$ cat src/rtl/gb_lcd_pkg.sv
`default_nettype none
// ============================================================================
// Module   : gb_lcd_pkg
// Summary  : Game Boy LCD geometry, framebuffer widths and capture FSM states,
//            shared with the VGA scan-out block.
// Revision : 1.0
// ============================================================================
package gb_lcd_pkg;

  localparam int GB_W  = 160;
  localparam int GB_H  = 144;
  localparam int FB_AW = 15;
  localparam int FB_DW = 2;

  localparam logic [0:0] WAIT_FRAME = 1'b0;
  localparam logic [0:0] ACTIVE     = 1'b1;

  typedef logic [FB_AW-1:0] fb_addr_t;
  typedef logic [FB_DW-1:0] fb_data_t;

endpackage
`default_nettype wire

$ cat src/rtl/gb_lcd_capture_sync.sv
`default_nettype none
// ============================================================================
// Module   : lcd_sync_edge
// Summary  : Multi-flop synchronizer with one alignment flop and optional
//            registered rise/fall detection on bit 0.
// Revision : 1.0
// ============================================================================
module lcd_sync_edge #(
  parameter int WIDTH       = 1,
  parameter int SYNC_STAGES = 2,
  parameter bit EDGE_DET    = 1'b1
) (
  input  logic             clk_i,
  input  logic             reset_i,
  input  logic [WIDTH-1:0] d_i,
  output logic [WIDTH-1:0] level_o,
  output logic             rise_o,
  output logic             fall_o
);

  logic [WIDTH-1:0] sync_q [SYNC_STAGES];
  logic [WIDTH-1:0] hold_q;

  always_ff @(posedge clk_i) begin
    if (reset_i) begin
      for (int i = 0; i < SYNC_STAGES; i++) sync_q[i] <= '0;
      hold_q <= '0;
    end else begin
      sync_q[0] <= d_i;
      for (int i = 1; i < SYNC_STAGES; i++) sync_q[i] <= sync_q[i-1];
      hold_q <= sync_q[SYNC_STAGES-1];
    end
  end

  // The level output is delayed one flop so it lines up with the edge flags.
  assign level_o = hold_q;

  generate
    if (EDGE_DET) begin : g_edge
      logic rise_q;
      logic fall_q;

      always_ff @(posedge clk_i) begin
        if (reset_i) begin
          rise_q <= 1'b0;
          fall_q <= 1'b0;
        end else begin
          rise_q <=  sync_q[SYNC_STAGES-1][0] & ~hold_q[0];
          fall_q <= ~sync_q[SYNC_STAGES-1][0] &  hold_q[0];
        end
      end

      assign rise_o = rise_q;
      assign fall_o = fall_q;
    end else begin : g_level_only
      assign rise_o = 1'b0;
      assign fall_o = 1'b0;
    end
  endgenerate

endmodule
`default_nettype wire

$ cat src/rtl/gb_lcd_capture.sv
`default_nettype none
// ============================================================================
// Module   : gb_lcd_capture
// Summary  : Captures the Game Boy LCD pixel stream into a row-major 2-bit
//            framebuffer and reports frame completion and timing errors.
// Revision : 1.0
// ============================================================================
module gb_lcd_capture
  import gb_lcd_pkg::*;
#(
  parameter int H_PIXELS    = GB_W,
  parameter int V_LINES     = GB_H,
  parameter int SYNC_STAGES = 2
) (
  input  logic             clk_i,
  input  logic             reset_i,
  input  logic             lcd_clk_i,
  input  logic             lcd_hsync_i,
  input  logic             lcd_vsync_i,
  input  logic [FB_DW-1:0] lcd_data_i,
  input  logic             capture_en_i,
  output logic [FB_AW-1:0] fb_wr_addr_o,
  output logic [FB_DW-1:0] fb_wr_data_o,
  output logic             fb_we_o,
  output logic             frame_done_o,
  output logic             frame_err_o
);

  localparam logic [7:0]       X_END     = 8'(H_PIXELS);
  localparam logic [7:0]       Y_END     = 8'(V_LINES);
  localparam logic [FB_AW-1:0] LINE_STEP = FB_AW'(H_PIXELS);

  logic       pix_edge, line_edge, frame_edge;
  logic       pclk_lvl, pclk_rise, hs_lvl, hs_fall, vs_lvl, vs_fall, dat_rise, dat_fall;
  fb_data_t   data_sync;
  logic       unused_sigs;

  lcd_sync_edge #(.WIDTH(1), .SYNC_STAGES(SYNC_STAGES), .EDGE_DET(1'b1)) u_sync_pclk (
    .clk_i   (clk_i),
    .reset_i (reset_i),
    .d_i     (lcd_clk_i),
    .level_o (pclk_lvl),
    .rise_o  (pclk_rise),
    .fall_o  (pix_edge)
  );

  lcd_sync_edge #(.WIDTH(1), .SYNC_STAGES(SYNC_STAGES), .EDGE_DET(1'b1)) u_sync_hsync (
    .clk_i   (clk_i),
    .reset_i (reset_i),
    .d_i     (lcd_hsync_i),
    .level_o (hs_lvl),
    .rise_o  (line_edge),
    .fall_o  (hs_fall)
  );

  lcd_sync_edge #(.WIDTH(1), .SYNC_STAGES(SYNC_STAGES), .EDGE_DET(1'b1)) u_sync_vsync (
    .clk_i   (clk_i),
    .reset_i (reset_i),
    .d_i     (lcd_vsync_i),
    .level_o (vs_lvl),
    .rise_o  (frame_edge),
    .fall_o  (vs_fall)
  );

  lcd_sync_edge #(.WIDTH(FB_DW), .SYNC_STAGES(SYNC_STAGES), .EDGE_DET(1'b0)) u_sync_data (
    .clk_i   (clk_i),
    .reset_i (reset_i),
    .d_i     (lcd_data_i),
    .level_o (data_sync),
    .rise_o  (dat_rise),
    .fall_o  (dat_fall)
  );

  assign unused_sigs = &{1'b0, pclk_lvl, pclk_rise, hs_lvl, hs_fall, vs_lvl, vs_fall,
                         dat_rise, dat_fall};

  logic [0:0]       state_q, state_d;
  logic [7:0]       x_q, x_d, y_q, y_d;
  logic [FB_AW-1:0] line_base_q, line_base_d;
  logic             line_long_q, line_long_d;
  logic             frame_bad_q, frame_bad_d;
  logic [FB_AW-1:0] fb_wr_addr_q, fb_wr_addr_d;
  fb_data_t         fb_wr_data_q, fb_wr_data_d;
  logic             fb_we_q, fb_we_d;
  logic             frame_done_q, frame_done_d;
  logic             frame_err_q, frame_err_d;

  logic [7:0]       x_cur;
  logic             long_cur;
  logic             bad_cur;

  always_comb begin
    state_d      = state_q;
    x_d          = x_q;
    y_d          = y_q;
    line_base_d  = line_base_q;
    line_long_d  = line_long_q;
    frame_bad_d  = frame_bad_q;
    fb_wr_addr_d = fb_wr_addr_q;
    fb_wr_data_d = fb_wr_data_q;
    fb_we_d      = 1'b0;
    frame_done_d = 1'b0;
    frame_err_d  = frame_err_q;
    x_cur        = x_q;
    long_cur     = line_long_q;
    bad_cur      = frame_bad_q;

    case (state_q)
      WAIT_FRAME: begin
        if (frame_edge && capture_en_i) begin
          state_d     = ACTIVE;
          x_d         = '0;
          y_d         = '0;
          line_base_d = '0;
          line_long_d = 1'b0;
          frame_bad_d = 1'b0;
        end
      end

      default: begin
        if (frame_edge) begin
          // Early vsync aborts the frame; any coincident pixel is dropped.
          frame_err_d = 1'b1;
          x_d         = '0;
          y_d         = '0;
          line_base_d = '0;
          line_long_d = 1'b0;
          frame_bad_d = 1'b0;
          state_d     = capture_en_i ? ACTIVE : WAIT_FRAME;
        end else begin
          if (pix_edge) begin
            if (x_q < X_END) begin
              fb_wr_addr_d = line_base_q + {{(FB_AW-8){1'b0}}, x_q};
              fb_wr_data_d = data_sync;
              fb_we_d      = 1'b1;
              x_cur        = x_q + 8'd1;
            end else begin
              long_cur = 1'b1;
            end
          end
          x_d         = x_cur;
          line_long_d = long_cur;

          // Line end sees the pixel count after any same-cycle write.
          if (line_edge) begin
            if ((x_cur != X_END) || long_cur) begin
              frame_err_d = 1'b1;
              bad_cur     = 1'b1;
            end
            frame_bad_d = bad_cur;
            x_d         = '0;
            line_long_d = 1'b0;
            y_d         = y_q + 8'd1;
            line_base_d = line_base_q + LINE_STEP;
            if ((y_q + 8'd1) == Y_END) begin
              frame_done_d = 1'b1;
              state_d      = WAIT_FRAME;
              if (!bad_cur) frame_err_d = 1'b0;
            end
          end
        end
      end
    endcase
  end

  always_ff @(posedge clk_i) begin
    if (reset_i) begin
      state_q      <= WAIT_FRAME;
      x_q          <= '0;
      y_q          <= '0;
      line_base_q  <= '0;
      line_long_q  <= 1'b0;
      frame_bad_q  <= 1'b0;
      fb_wr_addr_q <= '0;
      fb_wr_data_q <= '0;
      fb_we_q      <= 1'b0;
      frame_done_q <= 1'b0;
      frame_err_q  <= 1'b0;
    end else begin
      state_q      <= state_d;
      x_q          <= x_d;
      y_q          <= y_d;
      line_base_q  <= line_base_d;
      line_long_q  <= line_long_d;
      frame_bad_q  <= frame_bad_d;
      fb_wr_addr_q <= fb_wr_addr_d;
      fb_wr_data_q <= fb_wr_data_d;
      fb_we_q      <= fb_we_d;
      frame_done_q <= frame_done_d;
      frame_err_q  <= frame_err_d;
    end
  end

  assign fb_wr_addr_o = fb_wr_addr_q;
  assign fb_wr_data_o = fb_wr_data_q;
  assign fb_we_o      = fb_we_q;
  assign frame_done_o = frame_done_q;
  assign frame_err_o  = frame_err_q;

endmodule
`default_nettype wire

$ cat config.mk
export PLATFORM = sky130hd
export DESIGN_NAME = gb_lcd_capture
export DESIGN_NICKNAME = d
export VERILOG_FILES = /design/src/rtl/gb_lcd_pkg.sv /design/src/rtl/gb_lcd_capture_sync.sv /design/src/rtl/gb_lcd_capture.sv
export SDC_FILE = /design/constraint.sdc
export NUM_CORES = 1
export LEC_CHECK = 0
export BUFFER_PORTS_ARGS = -buffer_cell sky130_fd_sc_hd__clkbuf_2
export CORE_MARGIN = 2
export CORE_UTILIZATION = 40
export CTS_CLUSTER_DIAMETER = 120
export CTS_CLUSTER_SIZE = 30
export DETAILED_ROUTE_END_ITERATION = 10
export GPL_TIMING_DRIVEN = 1
export HOLD_SLACK_MARGIN = 0.08
export PLACE_DENSITY = 0.6
export SLEW_MARGIN = 20
export SYNTH_ARGS = -nofsm -noshare
export SYNTH_HDL_FRONTEND = slang
export SYNTH_SLANG_ARGS = --single-unit
$ cat constraint.sdc
create_clock -name clk_i -period 2.67 [get_ports clk_i]
set_input_delay 0.267 -clock clk_i [delete_from_list [all_inputs] [get_ports clk_i]]
set_output_delay 0.267 -clock clk_i [all_outputs]
set_load 0.05 [all_outputs]
Word-level counts from Yosys, hierarchy flattened:

Memories as Yosys holds them, arrays and structs flattened. A register that Yosys moved wholly into a read port is not among the register bits.
Index checks and enable logic that the tools add are counted.

* add/subtract/negate cells: 4
* $lt $le $gt $ge: 1
* equal/unequal tests: 3
* muxes and demuxes: 54
* bitwise logic cells: 18
* reductions and logical operators: 9

Operators by type and width (number)
* 8-bit 2-to-1 mux: 11
* 15-bit 2-to-1 mux: 4
* 1-bit 2-to-1 mux: 37
* 8-bit by 1-bit adder with 8-bit output (second input constant): 2
* 15-bit by 8-bit adder with 15-bit output: 1
* 15-bit by 8-bit adder with 15-bit output (second input constant): 1
* 8-bit equality test (second input constant): 1
* 8-bit < comparator (second input constant): 1
* 8-bit inequality test (second input constant): 1
* 1-bit OR: 8
* 4-bit OR reduction: 2
* 1-bit inverter: 7
* 2-bit 2-to-1 mux: 2
* 2-bit AND reduction: 2
* 4-bit AND reduction: 1
* 2-bit nonzero test: 2
* 1-bit AND: 3
* 3-bit by 1-bit inequality test with 1-bit output (second input constant): 1
* 1-bit logical AND: 1
* 1-bit logical OR: 1

* flip-flop bits (word level): 60
* RAM bits: 10
* bits of input ports: 8
* output and inout bits: 20
* memories: 4

Memory list
* u_sync_data.sync_q: words 2, bits a word 2, read ports 2, clocked after memory_dff 1, wr ports 2, RTL line gb_lcd_capture_sync.sv:21 `logic [WIDTH-1:0] sync_q [SYNC_STAGES];`
* u_sync_hsync.sync_q: words 2, bits a word 1, read ports 2, clocked after memory_dff 0, wr ports 2, RTL line gb_lcd_capture_sync.sv:21
* u_sync_pclk.sync_q: words 2, bits a word 1, read ports 2, clocked after memory_dff 0, wr ports 2, RTL line gb_lcd_capture_sync.sv:21
* u_sync_vsync.sync_q: words 2, bits a word 1, read ports 2, clocked after memory_dff 0, wr ports 2, RTL line gb_lcd_capture_sync.sv:21

Depth between registers and ports, before layout:

* word-level depth: 15
* mapped depth: 8

By module:

A second synthesis with hierarchy kept.

* cell total of the unflattened synthesis: 343
* area, all modules: 3071.7 um2

Modules (own cells, without submodules)
* gb_lcd_capture: times used 1, cells an instance 298, area an instance 2493.6 um2
* lcd_sync_edge (u_sync_hsync ...): times used 3, cells an instance 10, area an instance 133.9 um2
* lcd_sync_edge (u_sync_data): times used 1, cells an instance 15, area an instance 176.4 um2

Worst setup path before layout:

Ideal clock, no wire load.

* path type: reg2reg
* start: register x_q[0]
* end: register frame_err_q, in the netlist frame_err_o
* library setup time: 0.122 ns
* arrival: 1.703 ns
* path slack: 0.845 ns
* stages on the path, launching flop included: 8
* buffers on the path: 0
* period minus slack after synthesis: 1.825 ns
* cells stage by stage: dfxtp_1 > ha_1 > and4_1 > a211oi_1 > a31oi_1 > a2111oi_4 > a31oi_1 > a311o_1

* word-level cells in the longest chain between the ends: 15

RTL lines
* from (decl): RTL line gb_lcd_capture.sv:78 `logic [7:0] x_q, x_d, y_q, y_d;`
* from (signal assigned): RTL line gb_lcd_capture.sv:169 `x_q <= '0;`
* from (signal assigned): RTL line gb_lcd_capture.sv:181 `x_q <= x_d;`
* 8-bit by 1-bit adder with 8-bit output / 8-bit < comparator (equally long branches): RTL line gb_lcd_capture.sv:136, gb_lcd_capture.sv:132
* 8-bit 2-to-1 mux: RTL line gb_lcd_capture.sv:132 `if (x_q < X_END) begin`
* 8-bit 2-to-1 mux: RTL line gb_lcd_capture.sv:131 `if (pix_edge) begin`
* 8-bit 2-to-1 mux: RTL line gb_lcd_capture.sv:121 `if (frame_edge) begin`
* 8-bit 2-to-1 mux: RTL line gb_lcd_capture.sv:108 `case (state_q)`
* 8-bit inequality test: RTL line gb_lcd_capture.sv:146 `if ((x_cur != X_END) || long_cur) begin`
* 1-bit logical OR (*): RTL line gb_lcd_capture.sv:146
* 1-bit 2-to-1 mux: RTL line gb_lcd_capture.sv:146
* 1-bit 2-to-1 mux: RTL line gb_lcd_capture.sv:145 `if (line_edge) begin`
* 1-bit 2-to-1 mux: RTL line gb_lcd_capture.sv:121
* 1-bit 2-to-1 mux: RTL line gb_lcd_capture.sv:108
* 1-bit 2-to-1 mux: RTL line gb_lcd_capture.sv:158 `if (!bad_cur) frame_err_d = 1'b0;`
* 1-bit 2-to-1 mux (*): RTL line gb_lcd_capture.sv:155 `if ((y_q + 8'd1) == Y_END) begin`
* 1-bit 2-to-1 mux (*): RTL line gb_lcd_capture.sv:145
* 1-bit 2-to-1 mux (*): RTL line gb_lcd_capture.sv:121
* to (signal assigned): RTL line gb_lcd_capture.sv:190 `frame_err_q <= frame_err_d;`
* to (decl): RTL line gb_lcd_capture.sv:86 `logic frame_err_q, frame_err_d;`

Every way passes the cells marked *; elsewhere a longest branch is shown, timed or not. The select of a mux whose other input is x is not followed.
A chain may end at the register's enable or synchronous reset.

Final worst setup path:

* start: register x_q[5]
* end: register fb_wr_addr_q[12], in the netlist fb_wr_addr_o[12]

* word-level cells in the longest chain between the ends: 2

RTL lines
* 8-bit < comparator: RTL line gb_lcd_capture.sv:132
* 4-bit AND reduction (no line)
* to (signal assigned): RTL line gb_lcd_capture.sv:186 `fb_wr_addr_q <= fb_wr_addr_d;`
* to (decl): RTL line gb_lcd_capture.sv:82 `logic [FB_AW-1:0] fb_wr_addr_q, fb_wr_addr_d;`

Parallel ways exist; a longest one is shown, timed or not.

==> impl_metrics.py <==
metrics = {
    "routing": {
        "routed_via_density": 5.08,
        "drt_iter0_drc": 193,
        "dr.pass1.iters": 4,
        "vias": 2328,
        "drc_errors": 0,
        "avgRoutedWirePerCell_um": 12.6,
        "routed_wl_mm": 5.77,
        "drtAntennaViolNets": 0,
    },
    "timing": {
        "hold_violations": 0,
        "tns_ns": 0,
        "relSlewSlack_pct": 61.6,
        "finalCritPeriodShare_pct": 81.4,
        "tightest_slew_ns": 0.574,
        "rsz0062_at_grt": "no",
        "skew_ns": 0.00544,
        "drv_slew": 0,
        "finalSetupViolCount": 0,
        "fmax_ghz": 0.460,
        "fin_crit_ns": 2.17,
    },
    "layout": {
        "layout.nets": 368,
        "drive_gt1_share_pct": 14.5,
        "diodes": 0,
        "areaGrowthSynthToFinish_pct": 13.6,
    },
    "grt": {
        "track_usage_pct": 15.8,
        "met2_usage_pct": 24.1,
        "grt_pass1_vias": 2075,
        "gr-usage-met1_pct": 20.8,
        "grt_pass1_wl_mm": 9.69,
        "use_met3_pct": 5.54,
        "grt_max_degree": 50,
        "busiest_layer": "met2",
        "antenna_found_initial": 0,
        "grt_overflow": 0,
    },
    "yosys": {
        "ys_seq_area_share_pct": 45.9,
        "synth_cell_types": 50,
        "synth_nets": 345,
        "syn_area_per_cell_um2": 8.84,
        "postSynthCellCount": 331,
        "synth_edf_count": 0,
        "ys_ff_latch": 67,
        "async_flop_share_pct": 0,
        "yosysWarnings": 0,
        "syn_area_um2": 2930,
        "synthFlopType": "dfxtp_1",
    },
    "power": {
        "p_per_area_nw_per_um2": 592,
        "fin_total_pwr_mw": 1.97,
        "power.share.combinational_pct": 2.3,
        "p_sw_share_pct": 21.4,
        "static-leakage-power_nw": 1.18,
        "p_seq_share_pct": 51.6,
        "p_clk_share_pct": 46.1,
        "intPower_mw": 1.55,
        "ir_drop_uv": 386,
        "p_sw_mw": 0.420,
    },
    "min_path": {
        "worstHoldPathType": "in -> reg",
    },
    "place": {
        "gp_congestion": 0.797,
        "dp_hpwl_mm": 3.95,
        "port_buffers": 27,
    },
    "worst_setup_path": {
        "crit_path_cell_trace": "ha_1 -> a21o_1 -> a21oi_1 -> nor3b_1 -> nand3_1 -> xor2_1 -> a211oi_1",
        "end_kind": "flop",
        "crit_start": "x_q[5]$_SDFFE_PP0P_",
        "r2r_setup_slack_ns": 0.50,
        "critPathArrivalTime_ns": 2.43,
        "cp_max_fo": 12,
        "crit_path_start_kind": "flop",
        "path_class": "reg -> reg",
        "cp.required_ns": 2.93,
        "endpoint": "fb_wr_addr_o[12]$_SDFFE_PP0P_",
        "rr_startpoint": "x_q[5]$_SDFFE_PP0P_",
        "reg2reg_depth": 7,
        "timing.rr.end": "fb_wr_addr_o[12]$_SDFFE_PP0P_",
        "slowest_delay_ns": 0.62,
        "cp_slowest_cell": "dfxtp_1",
    },
    "clock_network": {
        "clock-sinks": 67,
        "clk_path_buf_depth": 2,
        "cts_root_buffer": "clkbuf_8",
        "holdBufCountCts": 0,
        "clk_pin_slew_ns": 0.07,
        "cts.htree.levels": 3,
        "numCtsBuffers": 9,
        "cts_tree": "done",
        "post_cts_resized": 0,
        "cts_setup_buffers": 0,
        "clk_latency_ns": 0.34,
    },
    "floorplanning": {
        "die_x_um": 89.5,
        "core_um2": 7180,
        "row_count": 31,
        "die_y_um": 89.5,
        "io_pins": 28,
        "initial_core_util_pct": 40.8,
        "die-area_um2": 8010,
    },
    "job": {
        "maxCapViolations": 0,
    },
    "run_status": {
        "status": "finished clean",
    },
}
-- kinds of logic after synthesis --
kind of cell               Yosys count  share of synthesized area, %
DFF                                 67                          45.9
buffers and inverters               22                          3.85
xor gates and xnor gates            20                          5.99
muxes                                2                         0.684
AOI/OAI and AO/OA                   74                          17.9
and+or+nand+nor                    140                          23.1
adders and majority gates            6                          2.57
-- critical path: cells and delay by family, from the launching register on --
kind / cells / cell delay, ns
AND/OR/NAND/NOR: 2 / 0.56
flip-flops: 1 / 0.62
XOR/XNOR: 1 / 0.16
adder cells (fa/ha/maj): 1 / 0.27
AO/OA/AOI/OAI: 3 / 0.49
-- cell usage in the layout (no fill, tap or decap), drive strengths merged, types with 5 or more instances in the layout --
master / instances
dfxtp: 67
nand2: 46
nor2: 39
clkbuf: 36
nor2b: 21
a21oi: 19
xnor2: 13
o21ai: 12
nand3: 9
a211oi: 9
xor2: 7
a31oi: 6
ha: 6
inv: 5
a311oi: 5
-- state kept, by name, summed over array words and instances (netlist names), 2 cells and up --
name                 flops
y_q                      8
u_sync_hsync.sync_q      2
u_sync_data.sync_q       4
fb_wr_addr_o            15
x_q                      8
fb_wr_data_o             2
u_sync_vsync.sync_q      2
u_sync_data.level_o      2
line_base_q             10
u_sync_pclk.sync_q       2
-- metal layers --
| layer | routed length, um | part of all wire [%] |
|---|---|---|
| met5 | 0 | 0 |
| met2 | 2750 | 48 |
| met3 | 251 | 4.4 |
| met4 | 57 | 0.99 |
| met1 | 2710 | 47 |
-- cells in the mapped netlist, types with 2 or more instances --
| cell type | n | area, um^2 |
|---|---|---|
| a21oi_1 | 19 | 95.1 |
| buf_2 | 6 | 30.0 |
| and2_1 | 4 | 25.0 |
| xnor2_1 | 13 | 114 |
| a21o_1 | 2 | 15.0 |
| o2111ai_1 | 2 | 17.5 |
| ha_1 | 6 | 75.1 |
| a311oi_1 | 5 | 43.8 |
| dfxtp_1 | 67 | 1340 |
| buf_4 | 2 | 15.0 |
| mux2i_1 | 2 | 20.0 |
| a22oi_1 | 2 | 15.0 |
| o31ai_1 | 3 | 22.5 |
| o21ai_1 | 2 | 10.0 |
| nand2_1 | 44 | 165 |
| nor2b_1 | 21 | 131 |
| inv_1 | 5 | 18.8 |
| nand2_2 | 2 | 12.5 |
| a31oi_1 | 6 | 37.5 |
| buf_6 | 2 | 22.5 |
| nor2_1 | 38 | 143 |
| o21ai_0 | 9 | 45.0 |
| xor2_1 | 7 | 61.3 |
| clkbuf_1 | 7 | 26.3 |
| nand4b_1 | 2 | 17.5 |
| nand3_1 | 9 | 45.0 |
| a211oi_1 | 9 | 67.6 |
| nand2b_1 | 3 | 18.8 |
| a22o_1 | 3 | 26.3 |
| nor3_1 | 4 | 20.0 |
| nor3b_1 | 3 | 22.5 |
| nand4_1 | 4 | 25.0 |
-- layout make-up --
cell class | instances | area [um^2]
Clock buffer | 9 | 124
Clock inverter | 7 | 92.6
Fill cell | 711 | 3850
Inverter | 5 | 18.8
Multi-Input combinational cell | 242 | 1470
Sequential cell | 67 | 1340
Tap cell | 99 | 124
Timing Repair Buffer | 29 | 150
-- power by group through the flow --
stage                     logic, mW  clock network [mW]  registers (mW)
after detailed placement     0.0460                   0            1.04
final                        0.0453               0.907            1.01
after global placement       0.0456                   0            1.04
after global routing         0.0498               0.986            1.02
after CTS                    0.0459               0.936            1.01
after floorplan              0.0319                   0            1.04
-- stage by stage --
step / area (um^2) / utilization, % / setup slack, ns / std cells / hold WS, ns
floorplan: 2930 / - / 0.845 / 331 / 0.346
global placement: 3110 / 43.3 / 0.573 / 442 / 0.372
detailed placement: 3110 / 43.3 / 0.532 / 442 / 0.371
CTS: 3320 / 46.3 / 0.496 / 458 / 0.111
global route: 3320 / 46.3 / 0.264 / 458 / 0.131
finish: 3320 / 46.3 / 0.496 / 458 / 0.130
-- worst min-delay path by stage --
stage,startpoint,endpoint,slack [ns],cells past startpoint
floorplan,reset_i,u_sync_hsync.level_o$_SDFF_PP0_,0.35,1
global placement,u_sync_vsync.level_o$_SDFF_PP0_,u_sync_vsync.rise_o$_SDFF_PP0_,0.37,1
CTS,lcd_data_i[1],u_sync_data.sync_q[0][1]$_SDFF_PP0_,0.11,2
global route,lcd_clk_i,u_sync_pclk.sync_q[0][0]$_SDFF_PP0_,0.13,2
finish,lcd_data_i[1],u_sync_data.sync_q[0][1]$_SDFF_PP0_,0.13,2
detailed placement,u_sync_hsync.level_o$_SDFF_PP0_,u_sync_hsync.rise_o$_SDFF_PP0_,0.37,1
Note: power is estimated with default switching activity, not from simulation.
